$ cat config.mk
export PLATFORM = sky130hd
export DESIGN_NAME = vram_burst_reader_flat
export DESIGN_NICKNAME = d
export VERILOG_FILES = /design/src/rtl/vram_burst_reader_if.sv /design/src/rtl/vram_burst_reader.sv /design/src/flat_wrapper.sv
export SDC_FILE = /design/constraint.sdc
export NUM_CORES = 1
export LEC_CHECK = 0
export ABC_AREA = 1
export ABC_CLOCK_PERIOD_IN_PS = 10100
export CORE_ASPECT_RATIO = 0.9
export CORE_MARGIN = 8
export CORE_UTILIZATION = 50
export DETAILED_ROUTE_END_ITERATION = 6
export PLACE_DENSITY = 0.7
export RECOVER_POWER = 25
export SLEW_MARGIN = 20
export SYNTH_ARGS = -nofsm -noshare
export SYNTH_HDL_FRONTEND = slang
export SYNTH_SLANG_ARGS = --single-unit
$ cat constraint.sdc
create_clock -name clk -period 10.1 [get_ports clk]
set_input_delay 1.01 -clock clk [delete_from_list [all_inputs] [get_ports clk]]
set_output_delay 1.01 -clock clk [all_outputs]
set_load 0.05 [all_outputs]
$ cat src/rtl/vram_burst_reader_if.sv
// Bus bundle for vram_burst_reader: the command/status signals, the arbiter
// read slot and the FIFO drain stream.
// The optional stride input is present only when VRAM_BURST_STRIDE_EN is defined.
interface vram_burst_reader_if #(
    parameter int CNT_W = 8
);
    logic             start;
    logic [14:0]      start_addr;
    logic [CNT_W-1:0] word_count;
    logic             abort;
    logic             busy;
    logic             done;
    logic [14:0]      vram_addr;
    logic             vram_strobe;
    logic             vram_ack;
    logic [31:0]      vram_rddata;
    logic [31:0]      out_data;
    logic             out_valid;
    logic             out_ready;
`ifdef VRAM_BURST_STRIDE_EN
    logic [7:0]       stride;

    modport slave (
        input  start, start_addr, word_count, abort, stride,
        input  vram_ack, vram_rddata, out_ready,
        output busy, done, vram_addr, vram_strobe, out_data, out_valid
    );

    modport master (
        output start, start_addr, word_count, abort, stride,
        output vram_ack, vram_rddata, out_ready,
        input  busy, done, vram_addr, vram_strobe, out_data, out_valid
    );
`else
    modport slave (
        input  start, start_addr, word_count, abort,
        input  vram_ack, vram_rddata, out_ready,
        output busy, done, vram_addr, vram_strobe, out_data, out_valid
    );

    modport master (
        output start, start_addr, word_count, abort,
        output vram_ack, vram_rddata, out_ready,
        input  busy, done, vram_addr, vram_strobe, out_data, out_valid
    );
`endif
endinterface

$ cat src/rtl/vram_burst_reader.sv
// vram_burst_reader: fetches a run of consecutive 32-bit VRAM words through
// one arbiter read slot into a first-word-fall-through FIFO. The renderer
// drains that FIFO with a valid/ready handshake.
// Optional feature macro: VRAM_BURST_STRIDE_EN. It adds a per-burst address
// stride that is latched on start. Without the macro the stride is fixed at 1.
module vram_burst_reader #(
    parameter int DEPTH = 8,
    parameter int CNT_W = 8
) (
    input  logic               clk,
    input  logic               rst,
    vram_burst_reader_if.slave bus
);
    localparam int AW = $clog2(DEPTH);

    typedef enum logic [1:0] {IDLE, FETCH, DRAIN} state_t;

    state_t            state, state_nxt;
    logic [14:0]       cur_addr;
    logic [14:0]       incr;
    logic [CNT_W:0]    remaining;
    logic [CNT_W:0]    remaining_after;
    logic [31:0]       mem [DEPTH];
    logic [AW-1:0]     wr_ptr, rd_ptr;
    logic [AW:0]       level;
    logic              discard;
    logic              ack_eff;
    logic              push, pop;
    logic              fifo_nonempty;
    logic              done_c;

`ifdef VRAM_BURST_STRIDE_EN
    logic [7:0]        stride_q;
    assign incr = {7'd0, stride_q};
`else
    assign incr = 15'd1;
`endif

    // An ack counts only while fetching. The ack that may trail an abort is
    // dropped by the discard flag.
    assign ack_eff         = bus.vram_ack && (state == FETCH) && !discard && (remaining != '0);
    assign push            = ack_eff;
    assign fifo_nonempty   = (level != '0);
    assign pop             = fifo_nonempty && bus.out_ready;
    assign remaining_after = remaining - {{CNT_W{1'b0}}, ack_eff};

    // The level bound leaves room for the one request that may be in flight.
    assign bus.vram_strobe = (state == FETCH) && (remaining_after != '0)
                             && (level <= (AW+1)'(DEPTH - 2));
    assign bus.vram_addr   = cur_addr + (ack_eff ? incr : 15'd0);
    assign bus.busy        = (state != IDLE);
    assign bus.done        = done_c;
    assign bus.out_valid   = fifo_nonempty;
    assign bus.out_data    = fifo_nonempty ? mem[rd_ptr] : 32'd0;

    // State register.
    always_ff @(posedge clk or posedge rst) begin
        if (rst) state <= IDLE;
        else     state <= state_nxt;
    end

    // Next-state logic and the done pulse. Abort overrides everything.
    always_comb begin
        state_nxt = state;
        done_c    = 1'b0;
        unique case (state)
            IDLE:  if (bus.start) state_nxt = FETCH;
            FETCH: if (ack_eff && remaining == (CNT_W+1)'(1)) state_nxt = DRAIN;
            DRAIN: if (pop && level == (AW+1)'(1)) begin
                       state_nxt = IDLE;
                       done_c    = 1'b1;
                   end
            default: state_nxt = IDLE;
        endcase
        if (bus.abort) begin
            state_nxt = IDLE;
            done_c    = 1'b0;
        end
    end

    // Burst address and word counter, plus the post-abort discard flag.
    always_ff @(posedge clk or posedge rst) begin
        if (rst) begin
            cur_addr  <= '0;
            remaining <= '0;
            discard   <= 1'b0;
`ifdef VRAM_BURST_STRIDE_EN
            stride_q  <= '0;
`endif
        end else begin
            discard <= bus.abort;
            if (bus.abort) begin
                remaining <= '0;
            end else if (state == IDLE && bus.start) begin
                cur_addr  <= bus.start_addr;
                remaining <= (bus.word_count == '0) ? {1'b1, {CNT_W{1'b0}}}
                                                    : {1'b0, bus.word_count};
`ifdef VRAM_BURST_STRIDE_EN
                stride_q  <= bus.stride;
`endif
            end else if (ack_eff) begin
                cur_addr  <= cur_addr + incr;
                remaining <= remaining - (CNT_W+1)'(1);
            end
        end
    end

    // FIFO pointers and occupancy. Abort flushes by clearing them.
    always_ff @(posedge clk or posedge rst) begin
        if (rst) begin
            wr_ptr <= '0;
            rd_ptr <= '0;
            level  <= '0;
        end else if (bus.abort) begin
            wr_ptr <= '0;
            rd_ptr <= '0;
            level  <= '0;
        end else begin
            if (push) wr_ptr <= wr_ptr + 1'b1;
            if (pop)  rd_ptr <= rd_ptr + 1'b1;
            unique case ({push, pop})
                2'b10:   level <= level + 1'b1;
                2'b01:   level <= level - 1'b1;
                default: level <= level;
            endcase
        end
    end

    // FIFO storage. It has no reset because out_data is masked while the FIFO is empty.
    always_ff @(posedge clk) begin
        if (push) mem[wr_ptr] <= bus.vram_rddata;
    end
endmodule
$ cat src/flat_wrapper.sv
// flat-port wrapper written by rule: the top's interface ports become plain ports
module vram_burst_reader_flat 
#(
    parameter int DEPTH = 8,
    parameter int CNT_W = 8
)
  (clk, rst, bus_start, bus_start_addr, bus_word_count, bus_abort, bus_vram_ack, bus_vram_rddata, bus_out_ready, bus_busy, bus_done, bus_vram_addr, bus_vram_strobe, bus_out_data, bus_out_valid);
  vram_burst_reader_if #(.CNT_W(CNT_W)) bus_i ();
  input  logic clk;
  input  logic rst;
  input wire logic [$bits(bus_i.start)-1:0] bus_start;
  input wire logic [$bits(bus_i.start_addr)-1:0] bus_start_addr;
  input wire logic [$bits(bus_i.word_count)-1:0] bus_word_count;
  input wire logic [$bits(bus_i.abort)-1:0] bus_abort;
  input wire logic [$bits(bus_i.vram_ack)-1:0] bus_vram_ack;
  input wire logic [$bits(bus_i.vram_rddata)-1:0] bus_vram_rddata;
  input wire logic [$bits(bus_i.out_ready)-1:0] bus_out_ready;
  output wire logic [$bits(bus_i.busy)-1:0] bus_busy;
  output wire logic [$bits(bus_i.done)-1:0] bus_done;
  output wire logic [$bits(bus_i.vram_addr)-1:0] bus_vram_addr;
  output wire logic [$bits(bus_i.vram_strobe)-1:0] bus_vram_strobe;
  output wire logic [$bits(bus_i.out_data)-1:0] bus_out_data;
  output wire logic [$bits(bus_i.out_valid)-1:0] bus_out_valid;
  assign bus_i.start = bus_start;
  assign bus_i.start_addr = bus_start_addr;
  assign bus_i.word_count = bus_word_count;
  assign bus_i.abort = bus_abort;
  assign bus_i.vram_ack = bus_vram_ack;
  assign bus_i.vram_rddata = bus_vram_rddata;
  assign bus_i.out_ready = bus_out_ready;
  assign bus_busy = bus_i.busy;
  assign bus_done = bus_i.done;
  assign bus_vram_addr = bus_i.vram_addr;
  assign bus_vram_strobe = bus_i.vram_strobe;
  assign bus_out_data = bus_i.out_data;
  assign bus_out_valid = bus_i.out_valid;
  vram_burst_reader #(.DEPTH(DEPTH), .CNT_W(CNT_W)) u_core (.clk(clk), .rst(rst), .bus(bus_i));
endmodule
### Word-level counts from Yosys, hierarchy flattened

Memories as Yosys holds them, arrays and structs flattened.
Cells that the tools add are included.
W data, S select, Z words.

* output and inout bits: 51
* register bits after elaboration: 37
* memories: 1
* bits in writable memories: 256
* bits in latches: 0
* memory bits (read-only): 0

* bitwise operators: 1
* $mul: 0
* reduce and logical (&&, ||, !) cells: 23
* shift operators: 0
* divide/modulo/power cells: 0
* add/sub/neg operators: 8
* muxes and demuxes: 24
* eq/ne operators: 9
* order comparisons: 1

Memory list
* u_core.mem: words 8, bits a word 32, read ports 1, clocked after Yosys merged registers in 0, wr ports 1, RTL line vram_burst_reader.sv:23 `logic [31:0] mem [DEPTH];`

Operators with widths (count)
* $mux W9: 4
* $mux W32: 1
* $mux W15: 2
* $reduce_bool A9 Y1: 2
* $add A15 B1 Y15 const B: 1
* $add A15 B15 Y15: 1
* $mux W3: 4
* $eq A9 B1 Y1 const B: 1
* $logic_and A1 B1 Y1: 9
* $sub A9 B1 Y9: 1
* $sub A9 B1 Y9 const B: 1
* $logic_not A8 Y1: 1
* $mux W2: 4
* $pmux W4 S2: 1
* $reduce_bool A2 Y1: 4
* $add A3 B1 Y3 const B: 2
* $mux W1: 6
* $ne A3 B3 Y1 const B: 2
* $pmux W2 S3: 1
* $reduce_bool A3 Y1: 2
* $add A4 B1 Y4 const B: 1
* $eq A2 B1 Y1 const B: 2
* $eq A2 B2 Y1 const B: 2
* $eq A4 B1 Y1 const B: 1
* 10 further kinds: 10

### Logic depth before layout (Yosys ltp)

* depth after elaboration: 8
* depth in mapped cells: 14
* depth with buffers taken out: 14

### Worst setup path before layout

OpenSTA, ideal clock, no wires.

* path kind: input to output
* start point: input port bus_vram_ack
* end point: output port bus_vram_strobe
* stages: 8
* data arrival time: 3254 ps
* path buffers: 0
* slack: 5836 ps
* cell sequence: nand3_2 nor2_4 nand2_4 inv_1 ha_1 xor2_1 nor3_1 nor4_1

* cells in the longest elaborated chain, start to end: 7

Ends and longest elaborated chain
* start, declared: RTL line flat_wrapper.sv:15 `input wire logic [$bits(bus_i.vram_ack)-1:0] bus_vram_ack;`
* $logic_and A1 B1 Y1 (3 in a row): RTL line vram_burst_reader.sv:41 `assign ack_eff = bus.vram_ack && (state == FETCH) && !discard && (remaining != '0);`
* $sub A9 B1 Y9: RTL line vram_burst_reader.sv:45 `assign remaining_after = remaining - {{CNT_W{1'b0}}, ack_eff};`
* $reduce_bool A9 Y1: RTL line vram_burst_reader.sv:48 `assign bus.vram_strobe = (state == FETCH) && (remaining_after != '0)`
* $logic_and A1 B1 Y1: RTL line vram_burst_reader.sv:48
* $logic_and A1 B1 Y1: RTL line vram_burst_reader.sv:49 `&& (level <= (AW+1)'(DEPTH - 2));`
* end, declared: RTL line flat_wrapper.sv:21 `output wire logic [$bits(bus_i.vram_strobe)-1:0] bus_vram_strobe;`

No other way between the ends.

### Worst setup path after layout

* start point: input port bus_vram_ack
* end point: output port bus_vram_addr[12]

* cells in the longest elaborated chain, start to end: 5

Ends and longest elaborated chain
* $logic_and A1 B1 Y1 (3 in a row): RTL line vram_burst_reader.sv:41
* $mux W1: RTL line vram_burst_reader.sv:50 `assign bus.vram_addr = cur_addr + (ack_eff ? incr : 15'd0);`
* $add A15 B15 Y15: RTL line vram_burst_reader.sv:50
* end, declared: RTL line flat_wrapper.sv:20 `output wire logic [$bits(bus_i.vram_addr)-1:0] bus_vram_addr;`

No other way between the ends.

==> qor.yml <==
p_leak_uw: 0.00538
min_period_ns: 5.16
slowest_delay_ns: 0.82
area_growth_pct: 17.8
final_area_sq_um: 15100
crit_fanout: 16
skew_ns: 0.0121
grt_max_degree: 95
synth_area_sq_um: 12800
drt_iter0_markers: 724
min-delay-start: "u_core.cur_addr[14]"
crit_start: "bus_vram_ack"
htree_levels: 1
clockBufferDepth: 3
pre_cts_ws_ns: 4.94
synthMuxAreaShare_pct: 0
peakVddDrop_mv: 0.161
syn_inst: 1168
wl_per_cell_um: 17.7
die-area_sq_um: 31000
yosysWarningCount: 0
die_h_um: 168
synthXorXnorAreaFrac_pct: 1.50
synth_edf_count: 256
final_layout_size_suffix_gt1_share_pct: 6.47
finalCritPeriodShare_pct: 51.1
postLayoutSetupSlackWorst_ns: 4.94
nets: 1334
hold_viol: 0
grt_pass1_wl_um: 45300
dp_hpwl_um: 16000
crit_slowest_cell: "clkdlybuf4s50_1"
dr.pass1.iters: 5
dpl_cell_area_sq_um: 14200
synth_nets: 1242
power.density_nw_per_um2: 270
setup_tns_ns: 0
coreArea_sq_um: 25200
num_antenna_cells: 0
grt_pass1_vias: 8453
hp-class: "flop to flop"
place_inst: 1570
cts_hold_buffers: 0
worst_r2r_startpoint: "u_core.level[1]"
clk_pin_slew_ns: 0.07
critical_path_class: "input port to output port"
drc_errors: 0
synth.avg_cell_area_sq_um: 11.0
vias: 8850
slew_headroom_pct: 34.5
initial_core_util_pct: 50.9
arrival_ns: 4.15
setup_violations: 0
die_w_um: 185
seq_area_frac_synth_pct: 67.2
worst_hold_slack_ns: 0.491
grt_use_total_pct: 18.2
cts_resized: 0
cts_tree: "done"
max_cap_viol_count: 0
post-cts-setup-buffers: 0
synth_top_family_by_area: "simple AND/OR/NAND/NOR gates"
fp-row-count: 55
worstPathRequired_ns: 9.09
cts_root_buffer: "clkbuf_16"
status: "completed"
slew_viol_final: 0
rsz0062_at_grt: "no"
ant_nets: 0
cts_sinks: 293
yosys.area_share.simple_pct: 15.3
via_per_inst: 5.45
async_reset_ff_share_pct: 12.6
ys_ff_latch: 293
end_kind: "output port"
grt_overflow: 0
place_congestion: 0.862
antenna_found_initial: 2
worstPathCellList: "clkdlybuf4s50_1 -> nand3_2 -> nor2_4 -> nand2_4 -> inv_1 -> ha_1 -> ha_1 -> nand3_1 -> nor2_1 -> nand2_1 -> nor2_1 -> xor2_1 -> clkdlybuf4s50_1"
ios: 112
numCtsBuffers: 30
synth_flop_cell: "edfxtp_1"
wirelength_um: 28700
numPortBuffers: 111
crit_path_start_kind: "input port"
stdcell_count: 1625
synth_compound_area_share_pct: 10.9
synth.distinct_cells: 36
tightest_slew_ns: 0.983
synth-adder-area-share_pct: 1.27
clock_latency_ns: 0.55
max_freq_ghz: 0.194
-- cell usage in the layout, fill, tap and decap left out, types with 23 or more instances in the layout --
cell             synthesis  layout
dfrtp_1                 37      35
nor2_1                 298     298
o32ai_1                 32      32
clkdlybuf4s50_1          0      88
edfxtp_1               256     256
nand2_1                107     107
inv_1                   42      41
nand3_1                 40      40
clkbuf_16                0      31
dlygate4sd3_1            0      23
o21ai_0                172     172
-- report_power, final --
group	internal [uW]	leakage [uW]	switching (uW)
registers	1390	0.00278	88.5
logic	494	0.00216	1090
clock network	584	0.000439	441
total	2460	0.00538	1620
-- kinds of logic after synthesis --
family          after synthesis
simple gates                483
flops                       293
compound gates              246
buf+inv                     111
xor+xnor                     22
fa+ha+maj                    13
-- per-layer routing --
layer	track usage, %	vias up	wire length [um]
met4	5.18	2	699
met3	2.95	54	1560
met5	0	-	10
met1	25.1	4277	12700
met2	29.5	224	13800
li1	-	4293	-
-- registers in the layout, summed over array words and instances (netlist names) --
name and cells:
u_core.remaining 9, u_core.discard 1, u_core.level 4, u_core.rd_ptr 3, u_core.cur_addr 15, u_core.state 2, u_core.mem 256, u_core.wr_ptr 3
-- cells in the mapped netlist, types with 4 or more instances --
library cell | instances | area [sq um]
a21oi_1 | 7 | 35.0
buf_2 | 23 | 115
buf_4 | 6 | 45.0
buf_6 | 4 | 45.0
clkbuf_1 | 31 | 116
dfrtp_1 | 37 | 926
edfxtp_1 | 256 | 7690
ha_1 | 13 | 163
inv_1 | 42 | 158
inv_2 | 4 | 15.0
nand2_1 | 107 | 402
nand3_1 | 40 | 200
nand4_1 | 9 | 56.3
nor2_1 | 298 | 1120
nor3_1 | 14 | 70.1
o21ai_0 | 172 | 861
o21ai_1 | 22 | 110
o22ai_1 | 4 | 25.0
o32ai_1 | 32 | 280
xor2_1 | 19 | 166
-- layout make-up --
type | instances | area, sq um
fill | 2101 | 10100
sequential | 293 | 8620
multi-input combinational | 764 | 3750
timing repair buffer | 125 | 1220
clock buffer | 38 | 802
tap | 342 | 428
inverter | 46 | 174
clock inverter | 17 | 108
-- per-stage QoR --
step | util (%) | total power [uW]
final | 59.9 | 4080
after global routing | 59.9 | 4290
after CTS | 59.9 | 4110
after detailed placement | 56.3 | 3080
after global placement | 56.3 | 3060
after floorplan | - | 2610
-- worst max-delay path, delay by kind of cell --
family / cells / cell delay [ns]
xor+xnor: 1 / 0.15
fa+ha+maj: 2 / 0.41
simple gates: 7 / 1.02
buf+inv: 3 / 1.55
-- path summary, 6_finish.rpt --
| path | depth (start not counted) | slack, ns | end |
|---|---|---|---|
| worst min register to register | 2 | 0.49 | u_core.cur_addr[14] |
| worst min-delay path | 2 | 0.49 | u_core.cur_addr[14] |
| worst max register to register | 9 | 7.74 | u_core.level[0] |
| max in group asynchronous | 3 | 8.81 | u_core.rd_ptr[0] |
| worst max-delay path | 13 | 4.94 | bus_vram_addr[12] |
| min in group asynchronous | 3 | 0.87 | u_core.cur_addr[14] |
Note: power is estimated with default switching activity, not from simulation.
